### config.mk
export PLATFORM = sky130hd
export DESIGN_NAME = multicycle_controller_flat
export DESIGN_NICKNAME = d
export VERILOG_FILES = /design/src/rtl/multicycle_controller_if.sv /design/src/rtl/multicycle_controller.sv /design/src/flat_wrapper.sv
export SDC_FILE = /design/constraint.sdc
export NUM_CORES = 1
export LEC_CHECK = 0
export CAP_MARGIN = 10
export CORE_AREA = 2 2 48 50
export DETAILED_ROUTE_END_ITERATION = 7
export DIE_AREA = 0 0 50 52
export PLACE_DENSITY = 0.81
export SLEW_MARGIN = 40
export SYNTH_ARGS = -nofsm -noshare
export SYNTH_HDL_FRONTEND = slang
export SYNTH_SLANG_ARGS = --single-unit
### constraint.sdc
create_clock -name clk -period 1.8 [get_ports clk]
set_input_delay 0.27 -clock clk [delete_from_list [all_inputs] [get_ports clk]]
set_output_delay 0.27 -clock clk [all_outputs]
set_load 0.005 [all_outputs]
### src/rtl/multicycle_controller_if.sv
// Control/status bundle between the multicycle controller and its datapath.
// The master side is the controller; the slave side is the datapath.
interface multicycle_controller_if;
  logic [6:0] op;
  logic [2:0] funct3;
  logic       Zero;
  logic       ALUR31;
  logic       mem_ready;
  logic       PCWrite;
  logic       AdrSrc;
  logic       IRWrite;
  logic       MemRead;
  logic       MemWrite;
  logic       RegWrite;
  logic [1:0] ResultSrc;
  logic [1:0] ALUSrcA;
  logic [1:0] ALUSrcB;
  logic [1:0] ALUOp;
  logic [2:0] ImmSrc;
  logic [1:0] Store;
  logic [2:0] Load;
  logic       retire;
  logic       illegal;

  modport master (
    input  op, funct3, Zero, ALUR31, mem_ready,
    output PCWrite, AdrSrc, IRWrite, MemRead, MemWrite, RegWrite,
           ResultSrc, ALUSrcA, ALUSrcB, ALUOp, ImmSrc, Store, Load,
           retire, illegal
  );

  modport slave (
    output op, funct3, Zero, ALUR31, mem_ready,
    input  PCWrite, AdrSrc, IRWrite, MemRead, MemWrite, RegWrite,
           ResultSrc, ALUSrcA, ALUSrcB, ALUOp, ImmSrc, Store, Load,
           retire, illegal
  );
endinterface

### src/rtl/multicycle_controller.sv
// Moore control FSM for the multicycle RV32I core: sequences fetch, decode,
// execute, memory and writeback with mem_ready wait states and a sticky trap.
module multicycle_controller (
  input logic                    clk,
  input logic                    reset,
  multicycle_controller_if.master bus
);
  localparam logic [3:0] S_FETCH    = 4'd0;
  localparam logic [3:0] S_DECODE   = 4'd1;
  localparam logic [3:0] S_MEMADR   = 4'd2;
  localparam logic [3:0] S_MEMREAD  = 4'd3;
  localparam logic [3:0] S_MEMWB    = 4'd4;
  localparam logic [3:0] S_MEMWRITE = 4'd5;
  localparam logic [3:0] S_EXECR    = 4'd6;
  localparam logic [3:0] S_EXECI    = 4'd7;
  localparam logic [3:0] S_UPPER    = 4'd8;
  localparam logic [3:0] S_ALUWB    = 4'd9;
  localparam logic [3:0] S_BRANCH   = 4'd10;
  localparam logic [3:0] S_JALR     = 4'd11;
  localparam logic [3:0] S_JAL      = 4'd12;
  localparam logic [3:0] S_TRAP     = 4'd13;

  localparam logic [6:0] OP_LOAD   = 7'b0000011;
  localparam logic [6:0] OP_STORE  = 7'b0100011;
  localparam logic [6:0] OP_RTYPE  = 7'b0110011;
  localparam logic [6:0] OP_ITYPE  = 7'b0010011;
  localparam logic [6:0] OP_BRANCH = 7'b1100011;
  localparam logic [6:0] OP_JAL    = 7'b1101111;
  localparam logic [6:0] OP_JALR   = 7'b1100111;
  localparam logic [6:0] OP_LUI    = 7'b0110111;
  localparam logic [6:0] OP_AUIPC  = 7'b0010111;

  logic [3:0] state_q, state_d;

  function automatic logic branch_take(input logic [2:0] f3, input logic zero, input logic lt);
    case (f3)
      3'b000:  branch_take = zero;
      3'b001:  branch_take = ~zero;
      3'b100:  branch_take = lt;
      3'b101:  branch_take = ~lt;
      default: branch_take = 1'b0;
    endcase
  endfunction

  function automatic logic load_f3_ok(input logic [2:0] f3);
    case (f3)
      3'b000, 3'b001, 3'b010, 3'b100, 3'b101: load_f3_ok = 1'b1;
      default:                                load_f3_ok = 1'b0;
    endcase
  endfunction

  function automatic logic branch_f3_ok(input logic [2:0] f3);
    case (f3)
      3'b000, 3'b001, 3'b100, 3'b101: branch_f3_ok = 1'b1;
      default:                        branch_f3_ok = 1'b0;
    endcase
  endfunction

  // Next-state selection, including the illegal-encoding screen in DECODE.
  always_comb begin
    state_d = state_q;
    case (state_q)
      S_FETCH:    state_d = bus.mem_ready ? S_DECODE : S_FETCH;
      S_DECODE: begin
        case (bus.op)
          OP_LOAD:          state_d = load_f3_ok(bus.funct3) ? S_MEMADR : S_TRAP;
          OP_STORE:         state_d = (bus.funct3 <= 3'b010) ? S_MEMADR : S_TRAP;
          OP_RTYPE:         state_d = S_EXECR;
          OP_ITYPE:         state_d = S_EXECI;
          OP_BRANCH:        state_d = branch_f3_ok(bus.funct3) ? S_BRANCH : S_TRAP;
          OP_JAL:           state_d = S_JAL;
          OP_JALR:          state_d = S_JALR;
          OP_LUI, OP_AUIPC: state_d = S_UPPER;
          default:          state_d = S_TRAP;
        endcase
      end
      S_MEMADR:   state_d = bus.op[5] ? S_MEMWRITE : S_MEMREAD;
      S_MEMREAD:  state_d = bus.mem_ready ? S_MEMWB : S_MEMREAD;
      S_MEMWB:    state_d = S_FETCH;
      S_MEMWRITE: state_d = bus.mem_ready ? S_FETCH : S_MEMWRITE;
      S_EXECR:    state_d = S_ALUWB;
      S_EXECI:    state_d = S_ALUWB;
      S_UPPER:    state_d = S_ALUWB;
      S_ALUWB:    state_d = S_FETCH;
      S_BRANCH:   state_d = S_FETCH;
      S_JALR:     state_d = S_JAL;
      S_JAL:      state_d = S_ALUWB;
      S_TRAP:     state_d = S_TRAP;
      default:    state_d = S_TRAP;
    endcase
  end

  // State register.
  always_ff @(posedge clk or negedge reset) begin
    if (!reset) begin
      state_q <= S_FETCH;
    end else begin
      state_q <= state_d;
    end
  end

  // Moore output decode; reset held low forces every strobe and select to 0.
  always_comb begin
    bus.PCWrite   = 1'b0;
    bus.AdrSrc    = 1'b0;
    bus.IRWrite   = 1'b0;
    bus.MemRead   = 1'b0;
    bus.MemWrite  = 1'b0;
    bus.RegWrite  = 1'b0;
    bus.ResultSrc = 2'b00;
    bus.ALUSrcA   = 2'b00;
    bus.ALUSrcB   = 2'b00;
    bus.ALUOp     = 2'b00;
    bus.retire    = 1'b0;
    bus.illegal   = 1'b0;
    if (!reset) begin
      bus.illegal = 1'b0;
    end else begin
      case (state_q)
        S_FETCH: begin
          bus.MemRead   = 1'b1;
          bus.ALUSrcB   = 2'b10;
          bus.ResultSrc = 2'b10;
          bus.IRWrite   = bus.mem_ready;
          bus.PCWrite   = bus.mem_ready;
        end
        S_DECODE: begin
          bus.ALUSrcA = 2'b01;
          bus.ALUSrcB = 2'b01;
        end
        S_MEMADR: begin
          bus.ALUSrcA = 2'b10;
          bus.ALUSrcB = 2'b01;
        end
        S_MEMREAD: begin
          bus.AdrSrc  = 1'b1;
          bus.MemRead = 1'b1;
        end
        S_MEMWB: begin
          bus.ResultSrc = 2'b01;
          bus.RegWrite  = 1'b1;
          bus.retire    = 1'b1;
        end
        S_MEMWRITE: begin
          bus.AdrSrc   = 1'b1;
          bus.MemWrite = 1'b1;
          bus.retire   = bus.mem_ready;
        end
        S_EXECR: begin
          bus.ALUSrcA = 2'b10;
          bus.ALUOp   = 2'b10;
        end
        S_EXECI: begin
          bus.ALUSrcA = 2'b10;
          bus.ALUSrcB = 2'b01;
          bus.ALUOp   = 2'b10;
        end
        S_UPPER: begin
          bus.ALUSrcA = bus.op[5] ? 2'b11 : 2'b01;
          bus.ALUSrcB = 2'b01;
        end
        S_ALUWB: begin
          bus.RegWrite = 1'b1;
          bus.retire   = 1'b1;
        end
        S_BRANCH: begin
          bus.ALUSrcA = 2'b10;
          bus.ALUOp   = 2'b01;
          bus.retire  = 1'b1;
          bus.PCWrite = branch_take(bus.funct3, bus.Zero, bus.ALUR31);
        end
        S_JALR: begin
          bus.ALUSrcA = 2'b10;
          bus.ALUSrcB = 2'b01;
        end
        S_JAL: begin
          // PC takes the target already in ALUOut while the ALU forms OldPC+4.
          bus.ALUSrcA = 2'b01;
          bus.ALUSrcB = 2'b10;
          bus.PCWrite = 1'b1;
        end
        S_TRAP:  bus.illegal = 1'b1;
        default: bus.illegal = 1'b1;
      endcase
    end
  end

  // Immediate format and memory access width follow the opcode and funct3 directly.
  always_comb begin
    bus.ImmSrc = 3'b000;
    bus.Store  = 2'b00;
    bus.Load   = 3'b010;
    case (bus.op)
      OP_STORE: begin
        bus.ImmSrc = 3'b001;
        case (bus.funct3)
          3'b001:  bus.Store = 2'b01;
          3'b010:  bus.Store = 2'b10;
          default: bus.Store = 2'b00;
        endcase
      end
      OP_LOAD: begin
        case (bus.funct3)
          3'b000:  bus.Load = 3'b000;
          3'b001:  bus.Load = 3'b001;
          3'b100:  bus.Load = 3'b011;
          3'b101:  bus.Load = 3'b100;
          default: bus.Load = 3'b010;
        endcase
      end
      OP_BRANCH:        bus.ImmSrc = 3'b010;
      OP_JAL:           bus.ImmSrc = 3'b011;
      OP_LUI, OP_AUIPC: bus.ImmSrc = 3'b100;
      default:          bus.ImmSrc = 3'b000;
    endcase
  end
endmodule
### src/flat_wrapper.sv
// flat-port wrapper written by rule: the top's interface ports become plain ports
module multicycle_controller_flat 
  (clk, reset, bus_op, bus_funct3, bus_Zero, bus_ALUR31, bus_mem_ready, bus_PCWrite, bus_AdrSrc, bus_IRWrite, bus_MemRead, bus_MemWrite, bus_RegWrite, bus_ResultSrc, bus_ALUSrcA, bus_ALUSrcB, bus_ALUOp, bus_ImmSrc, bus_Store, bus_Load, bus_retire, bus_illegal);
  multicycle_controller_if bus_i ();
  input logic clk;
  input logic reset;
  input wire logic [$bits(bus_i.op)-1:0] bus_op;
  input wire logic [$bits(bus_i.funct3)-1:0] bus_funct3;
  input wire logic [$bits(bus_i.Zero)-1:0] bus_Zero;
  input wire logic [$bits(bus_i.ALUR31)-1:0] bus_ALUR31;
  input wire logic [$bits(bus_i.mem_ready)-1:0] bus_mem_ready;
  output wire logic [$bits(bus_i.PCWrite)-1:0] bus_PCWrite;
  output wire logic [$bits(bus_i.AdrSrc)-1:0] bus_AdrSrc;
  output wire logic [$bits(bus_i.IRWrite)-1:0] bus_IRWrite;
  output wire logic [$bits(bus_i.MemRead)-1:0] bus_MemRead;
  output wire logic [$bits(bus_i.MemWrite)-1:0] bus_MemWrite;
  output wire logic [$bits(bus_i.RegWrite)-1:0] bus_RegWrite;
  output wire logic [$bits(bus_i.ResultSrc)-1:0] bus_ResultSrc;
  output wire logic [$bits(bus_i.ALUSrcA)-1:0] bus_ALUSrcA;
  output wire logic [$bits(bus_i.ALUSrcB)-1:0] bus_ALUSrcB;
  output wire logic [$bits(bus_i.ALUOp)-1:0] bus_ALUOp;
  output wire logic [$bits(bus_i.ImmSrc)-1:0] bus_ImmSrc;
  output wire logic [$bits(bus_i.Store)-1:0] bus_Store;
  output wire logic [$bits(bus_i.Load)-1:0] bus_Load;
  output wire logic [$bits(bus_i.retire)-1:0] bus_retire;
  output wire logic [$bits(bus_i.illegal)-1:0] bus_illegal;
  assign bus_i.op = bus_op;
  assign bus_i.funct3 = bus_funct3;
  assign bus_i.Zero = bus_Zero;
  assign bus_i.ALUR31 = bus_ALUR31;
  assign bus_i.mem_ready = bus_mem_ready;
  assign bus_PCWrite = bus_i.PCWrite;
  assign bus_AdrSrc = bus_i.AdrSrc;
  assign bus_IRWrite = bus_i.IRWrite;
  assign bus_MemRead = bus_i.MemRead;
  assign bus_MemWrite = bus_i.MemWrite;
  assign bus_RegWrite = bus_i.RegWrite;
  assign bus_ResultSrc = bus_i.ResultSrc;
  assign bus_ALUSrcA = bus_i.ALUSrcA;
  assign bus_ALUSrcB = bus_i.ALUSrcB;
  assign bus_ALUOp = bus_i.ALUOp;
  assign bus_ImmSrc = bus_i.ImmSrc;
  assign bus_Store = bus_i.Store;
  assign bus_Load = bus_i.Load;
  assign bus_retire = bus_i.retire;
  assign bus_illegal = bus_i.illegal;
  multicycle_controller u_core (.clk(clk), .reset(reset), .bus(bus_i));
endmodule
== Word level (Yosys, flattened, before mapping) ==
Index checks and enable logic that the tools add are counted.
Operators by class
  muxes and demuxes: 46
  bitwise logic cells: 2
  eq/ne operators: 25
  reduce and logical (&&, ||, !) cells: 16
  $lt $le $gt $ge: 1
Operators with widths (count)
  $pmux W4 S8: 2
  $pmux W3 S4: 2
  $eq A7 B6 Y1 const B: 3
  $eq A7 B7 Y1 const B: 3
  $mux W1: 21
  $eq A4 B4 Y1 const B: 5
  $eq A4 B3 Y1 const B: 4
  $pmux W2 S2: 4
  $mux W3: 5
  $reduce_or A5 Y1: 3
  $eq A7 B5 Y1 const B: 2
  $reduce_or A2 Y1: 7
  $reduce_or A13 Y1: 1
  $mux W2: 6
  $eq A4 B2 Y1 const B: 2
  $mux W4: 2
  $reduce_or A4 Y1: 2
  $eq A7 B2 Y1 const B: 1
  $eq A3 B3 Y1 const B: 2
  $pmux W2 S3: 1
  $eq A4 B1 Y1 const B: 1
  $logic_not A4 Y1: 1
  $pmux W1 S4: 1
  $eq A3 B1 Y1 const B: 1
  7 further kinds: 8
Storage, ports and cells
  register bits: 4
  bits of input ports: 15
  word-level logic and storage cells: 91

== Longest topological paths before layout ==
Gate-level depths: netlist of the first run.
  depth in word-level cells: 8
  mapped depth: 6
  mapped depth without buffers: 5

== Worst setup path before layout of the first run ==
OpenSTA, ideal clock, no wires.
  path type: input port to output port
  from: input bus_op[3]
  to: output bus_Load[2]
  data required time: 1.530 ns
  stages on the path: 4
  setup slack: 0.195 ns
  arrival: 1.335 ns
  cell sequence: or2_2 or4_4 nor3_1 and3_1
On the way
  cells in the longest elaborated chain, start to end: 2
RTL lines
  start, declared: line flat_wrapper.sv:7  | input wire logic [$bits(bus_i.op)-1:0] bus_op;
  $eq A7 B2 Y1: line multicycle_controller.sv:193  | case (bus.op)
  $mux W3: line multicycle_controller.sv:193
  end, declared: line flat_wrapper.sv:24  | output wire logic [$bits(bus_i.Load)-1:0] bus_Load;
No other way between the ends.

== Worst setup path in the final report of the first run ==
  from: register u_core.state_q[1]
  to: output bus_ALUSrcB[0]
On the way
  cells in the longest elaborated chain, start to end: 4
  elaborated cells on any way between the ends: 11
  those cells by class: 6 x eq/ne; 2 x mux; 3 x reduce/logical
RTL lines
  start, declared: line multicycle_controller.sv:33  | logic [3:0] state_q, state_d;
  start signal, assigned: line multicycle_controller.sv:98  | state_q <= state_d;
  $eq A4 B1 Y1 (tied with other cells): line multicycle_controller.sv:119  | case (state_q)
  $reduce_or A5 Y1 (no source line) or $reduce_or A2 Y1 (tied branches)
  $pmux W2 S2 (*): line multicycle_controller.sv:119
  $mux W2 (*): line multicycle_controller.sv:116  | if (!reset) begin
  end, declared: line flat_wrapper.sv:20  | output wire logic [$bits(bus_i.ALUSrcB)-1:0] bus_ALUSrcB;
Every way passes the cells marked *; elsewhere a longest branch is shown, timed or not.

==> out/results.tsv, run 1 <==
metric	value	unit
status	complete, but fails checks	
violations	negative setup slack	
wirelength	5.32	mm
ios	39	
top_regs	u_core.state_q x4	
synth_common_cells	15 x nor2_1, 13 x nor3_1, 10 x nand2_1	
num_antenna_cells	0	
largest_reg_flops	4	
critPathCaptureType	output pin	
worst_ir_drop_vdd	761	uV
hold_viol	0	
cp.arrival	1.66	ns
rsz0062_at_grt	yes	
syn-num-nets	143	
synth_top_area_share	0.124	
worst_ep_required_time	1.53	ns
syn_inst	128	
io_buffer_count	38	
routedWlPerCell	20.6	um
die_area	2600	sq um
ys_ff_latch	4	
cap_violations	0	
row_count	17	
synth-async-reset-ratio	1.00	
timing.fmax	519	MHz
p_leak	0.000913	uW
cts_max_path_buffers	2	
coreArea	2110	sq um
drt_iter0_drc	81	
grt_max_degree	11	
hold_class	in2async	
cts_made_buffers	3	
clkLatencyLatePin	0.27	ns
die_h	52	um
start_kind	register	
ant_nets	0	
top_register	u_core.state_q	
syn-cell-area	807	sq um
yosys.area.top_type	dfrtp_1	
ys_seq_area_frac	0.124	
drc_errors	0	
vias_per_cell	6.28	
nFillCells	93	
synth.area.top_cells	dfrtp_1 12%, nor3_1 8.1%, nor2_1 7.0%	
tritoncts	built	
reg2reg_slack	0	ns
synth-edff-count	0	
cts.htree.levels	1	
finClkSkew	0.0224	ns
holdWs	0.216	ns
tightest_slew	0.438	ns
grt.overflow.total	0	
drive_gt1_frac	0.604	
synth_cell_types	45	
chipWidth	50	um
hpwl	2.65	mm
critPathKind	reg2out	
initial_core_util	0.383	
clock-root-buffer	clkbuf_4	
vias	1619	
clock_sinks	4	
synth_ff_type	dfrtp_1	
grt_pass1_wl	6.74	mm
fin_crit	1.93	ns
antenna_found_initial	0	
routabilityCongestion	0.919	
path_max_fanout	6	
maxSlewHeadroom	0.706	
period_share	1.07	
finalNetCount	247	
path_clk_slew	0.06	ns
finalSetupViolations	8	
fin_util	0.905	
syn-mean-instance-area	6.30	sq um
worst_slack	-0.127	ns
grt_pass1_vias	1511	
maxSlewViolCount	0	
dr.pass1.iters	7	
yosysMostFrequentCell	nor2_1	
yosysWarningCount	0	
power.density	1060	nW/um^2
area_delta_synth_final	136	%
grt_usage	0.343	
## power breakdown
part	leakage, uW	switching [uW]	internal, uW
Clock	0.0000138	59.6	76.1
Sequential	0.0000469	68.2	129
Combinational	0.000852	838	852
## stage by stage
| step | TNS [ns] | area (sq um) | total power, uW | setup WS [ns] | instances |
|---|---|---|---|---|---|
| 6_report | -0.338 | 1910 | 2020 | -0.127 | 258 |
| 5_1_grt | -0.805 | 1910 | 2090 | -0.196 | 258 |
| 3_3_place_gp | -9.02 | 1550 | 1200 | -0.736 | 235 |
| 3_5_place_dp | -10.16 | 1550 | 1240 | -0.822 | 235 |
| 4_1_cts | -0.347 | 1800 | 1590 | -0.109 | 254 |
| 2_1_floorplan | 0 | 807 | 640 | 0.195 | 128 |
## layout by cell type, fill, tap and decap left out, drive strengths merged, types with 3 or more instances in the layout
cell type | netlist | final
buf | 2 | 80
clkbuf | 5 | 15
nor2 | 15 | 15
nor3 | 13 | 13
nand2 | 11 | 11
a21oi | 9 | 9
o21ai | 8 | 8
inv | 8 | 8
dlygate4sd2 | 0 | 7
nand3 | 6 | 6
xnor2 | 4 | 4
nor4 | 4 | 4
dfrtp | 4 | 4
nand2b | 4 | 4
clkdlybuf4s50 | 0 | 3
and2 | 3 | 3
## final cells by class
cell class	count	area, sq um	share of cell area
timing repair buffer	106	857	0.450
multi-input combinational	109	855	0.448
sequential	4	104	0.0545
tap	28	35.0	0.0184
inverter	8	32.5	0.0171
clock buffer	3	22.5	0.0118
## path summary, 6_finish.rpt
path | from | endpoint | cells past startpoint
worst max-delay path | u_core.state_q[1] | bus_ALUSrcB[0] | 5
worst min-delay path | reset | u_core.state_q[1] | 2
worst max register to register | u_core.state_q[3] | u_core.state_q[1] | 8
worst min register to register | u_core.state_q[2] | u_core.state_q[2] | 3
max in group asynchronous | reset | u_core.state_q[3] | 2
min in group clk | bus_op[3] | u_core.state_q[0] | 5
## layer usage
metal  wire length, um  part of all wire  GRT usage  vias to the layer above
met1              1810              0.34      0.333                      747
met3               397             0.075     0.0805                       55
met5                 0                 0          0                        -
met2              2670              0.50      0.667                      146
met4               439             0.083      0.171                        0
li1                  -                 -          -                      671
## critical path: stages, from the launching register on
cell	delay (ns)
dfrtp_2	0.48
xor2_2	0.23
xnor2_1	0.15
o22ai_1	0.10
and2_1	0.16
dlygate4sd2_1	0.26
## cell families after synthesis
| family | share of synthesized area |
|---|---|
| mux | 0.0248 |
| xor+xnor | 0.0543 |
| flops | 0.124 |
| simple gates | 0.453 |
| buf+inv | 0.0760 |
| compound gates | 0.268 |
## timing repair
action | 4_1_cts | 5_1_grt
setup endpoints to repair | 26 | 20
buffers inserted | 16 | 6
hold buffers | 0 | 0
pin swaps | 20 | 16
gates resized for setup | 117 | 47
Note: power is estimated with default switching activity, not from simulation.
==> run 2, diff against run 1 <==
Settings changed: CELL_PAD_IN_SITES_DETAIL_PLACEMENT set to 2, CELL_PAD_IN_SITES_GLOBAL_PLACEMENT set to 2, CORE_AREA 2 2 48 50 to 2 2 67 69, DIE_AREA 0 0 50 52 to 0 0 69 71, PLACE_DENSITY 0.81 to 0.82.
==> run 2 against run 1 <==
Design area increased by 7.0%. Utilization decreased by 42 points. Sequential share of layout area decreased by 0.35 points. Final cell count increased by 12%. Global-route usage decreased by 8.6 points. Non-clock buffer count increased by 6. Maximum frequency increased by 0.38%. First-iteration DRC count decreased by 49%. Clock-buffer cell count unchanged. Via count decreased by 11%. Routed wire length increased by 22%. The flow still finishes with violations (negative setup slack). Setup slack improved by 0.0072 ns.
==> out/results.tsv, run 2 (synthesized netlist as in run 1, its figures left out) <==
metric	value	unit	change
status	complete, but fails checks		unchanged
violations	negative setup slack		unchanged
finalNetCount	253		was 247
dp.cells	266		was 235
critPathCaptureType	output pin		unchanged
grt_usage	0.256		was 0.343
ant_nets	0		unchanged
cts_max_path_buffers	2		unchanged
grt_max_degree	11		unchanged
vias_per_cell	5.02		was 6.28
fin_crit	1.92	ns	was 1.93 ns
power.density	1130	nW/um^2	was 1060 nW/um^2
dr.pass1.iters	4		was 7
row_count	24		was 17
finalSetupViolations	7		was 8
reg2reg_to	u_core.state_q[1]		unchanged
hpwl	3.86	mm	was 2.65 mm
drive_gt1_frac	0.631		was 0.604
maxSlewHeadroom	0.685		was 0.706
clock-root-buffer	clkbuf_8		was clkbuf_4
cp.arrival	1.65	ns	was 1.66 ns
worst_slack	-0.120	ns	was -0.127 ns
clock_sinks	4		unchanged
rr_worst_depth	9		was 8
io_buffer_count	38		unchanged
area_delta_synth_final	153	%	was 136%
p_leak	0.000962	uW	was 0.000913 uW
die_h	71	um	was 52 um
hold_viol	0		unchanged
power	2300	uW	was 2020 uW
maxSlewViolCount	0		unchanged
finClkSkew	0.00275	ns	was 0.0224 ns
worst_ep_required_time	1.53	ns	about the same
antenna_found_initial	0		unchanged
holdWs	0.256	ns	was 0.216 ns
worst_ir_drop_vdd	556	uV	was 761 uV
tritoncts	built		unchanged
fin_util	0.485		was 0.905
drt_iter0_drc	41		was 81
grt_pass1_vias	1681		was 1511
drc_errors	0		unchanged
layout_commonest_cell	buf_4		unchanged
reg2reg_slack	0.10	ns	was 0 ns
start_kind	register		unchanged
top_register	u_core.state_q		unchanged
coreArea	4200	sq um	was 2110 sq um
grt_pass1_wl	9.74	mm	was 6.74 mm
routabilityCongestion	0.804		was 0.919
instances_no_fill	288		was 258
cts_made_buffers	3		unchanged
layout_common_cells	63 x buf_4, 15 x buf_6, 11 x dlygate4sd2_1		was 55 x buf_4, 17 x buf_6, 12 x clkbuf_2
path_clk_slew	0.04	ns	was 0.06 ns
cts.htree.levels	1		unchanged
path_max_fanout	5		was 6
reg2reg_from	u_core.state_q[3]		unchanged
ios	39		unchanged
grt.overflow.total	0		unchanged
hold_class	in2async		unchanged
initial_core_util	0.192		was 0.383
nFillCells	467		was 93
top_regs	u_core.state_q x4		unchanged
chipWidth	69	um	was 50 um
period_share	1.07		about the same
largest_reg_flops	4		unchanged
final_cell_area	2040	sq um	was 1910 sq um
cap_violations	0		unchanged
vias	1447		was 1619
placed_cell_area	1630	sq um	was 1550 sq um
die_area	4900	sq um	was 2600 sq um
rsz0062_at_grt	yes		unchanged
wirelength	6.47	mm	was 5.32 mm
num_antenna_cells	0		unchanged
clkLatencyLatePin	0.22	ns	was 0.27 ns
tightest_slew	0.465	ns	was 0.438 ns
routedWlPerCell	22.5	um	was 20.6 um
critPathKind	reg2out		unchanged
timing.fmax	521	MHz	was 519 MHz
==> run 2: cell count changes in the layout (fill, tap and decap cells not counted), sizes merged <==
cell	before	now
dlygate4sd2	7	11
clkbuf	15	9
buf	80	88
==> run 2: area by class of cell <==
type / instances / area, sq um / area share
multi-input cells: 109 / 901 / 0.442
repair buffers: 112 / 895 / 0.439
well taps: 52 / 65.1 / 0.0319
clock buffers: 3 / 41.3 / 0.0203
flip-flops and latches: 4 / 104 / 0.0510
inverters: 8 / 32.5 / 0.0160
==> run 2: power breakdown <==
part	switching [uW]	internal [uW]	leakage (uW)	total, uW
clock network	57.3	144	0.0000216	201
logic	939	967	0.000894	1910
registers	63.1	129	0.0000469	193
total	1060	1240	0.000962	2300
==> run 2: layer usage <==
layer | share of wire | global-route usage | vias to the layer above | wire length, um
met5 | 0 | 0 | - | 0
met4 | 0.012 | 0.0588 | 0 | 77
met3 | 0.025 | 0.0299 | 6 | 164
met2 | 0.56 | 0.522 | 33 | 3650
met1 | 0.40 | 0.278 | 726 | 2580
li1 | - | - | 682 | -
==> run 2: how the worst max path moves through the flow <==
stage / slack (ns) / endpoint / startpoint / cells past startpoint
6_report: -0.12 / bus_retire / u_core.state_q[3] / 6
5_1_grt: -0.15 / bus_retire / u_core.state_q[3] / 6
3_3_place_gp: -0.75 / bus_Load[2] / bus_op[3] / 6
4_1_cts: -0.06 / bus_Load[2] / bus_op[2] / 6
3_5_place_dp: -0.81 / bus_Load[2] / bus_op[3] / 6
2_1_floorplan: 0.20 / bus_Load[2] / bus_op[3] / 4
==> run 2: per-stage QoR <==
step                      TNS, ns  setup WS, ns
final                      -0.481        -0.120
after global placement      -9.73        -0.755
after global routing       -0.939        -0.151
after detailed placement   -11.57        -0.812
after CTS                  -0.231       -0.0641
after floorplan                 0         0.195
==> run 2: critical path, cell delays in order (launching register included) <==
cell and delay (ns):
dfrtp_2 0.44, buf_6 0.14, or3_4 0.33, a21oi_4 0.18, buf_6 0.12, a211o_1 0.10, buf_2 0.11
==> run 2: what timing repair did <==
item | CTS | global route
setup buffers | 17 | 5
endpoints found under the setup margin | 28 | 23
hold buffers | 0 | 0
pin swaps | 23 | 15
gates cloned | 0 | 0
gates resized for setup | 127 | 37
hold endpoints to repair | 0 | 0
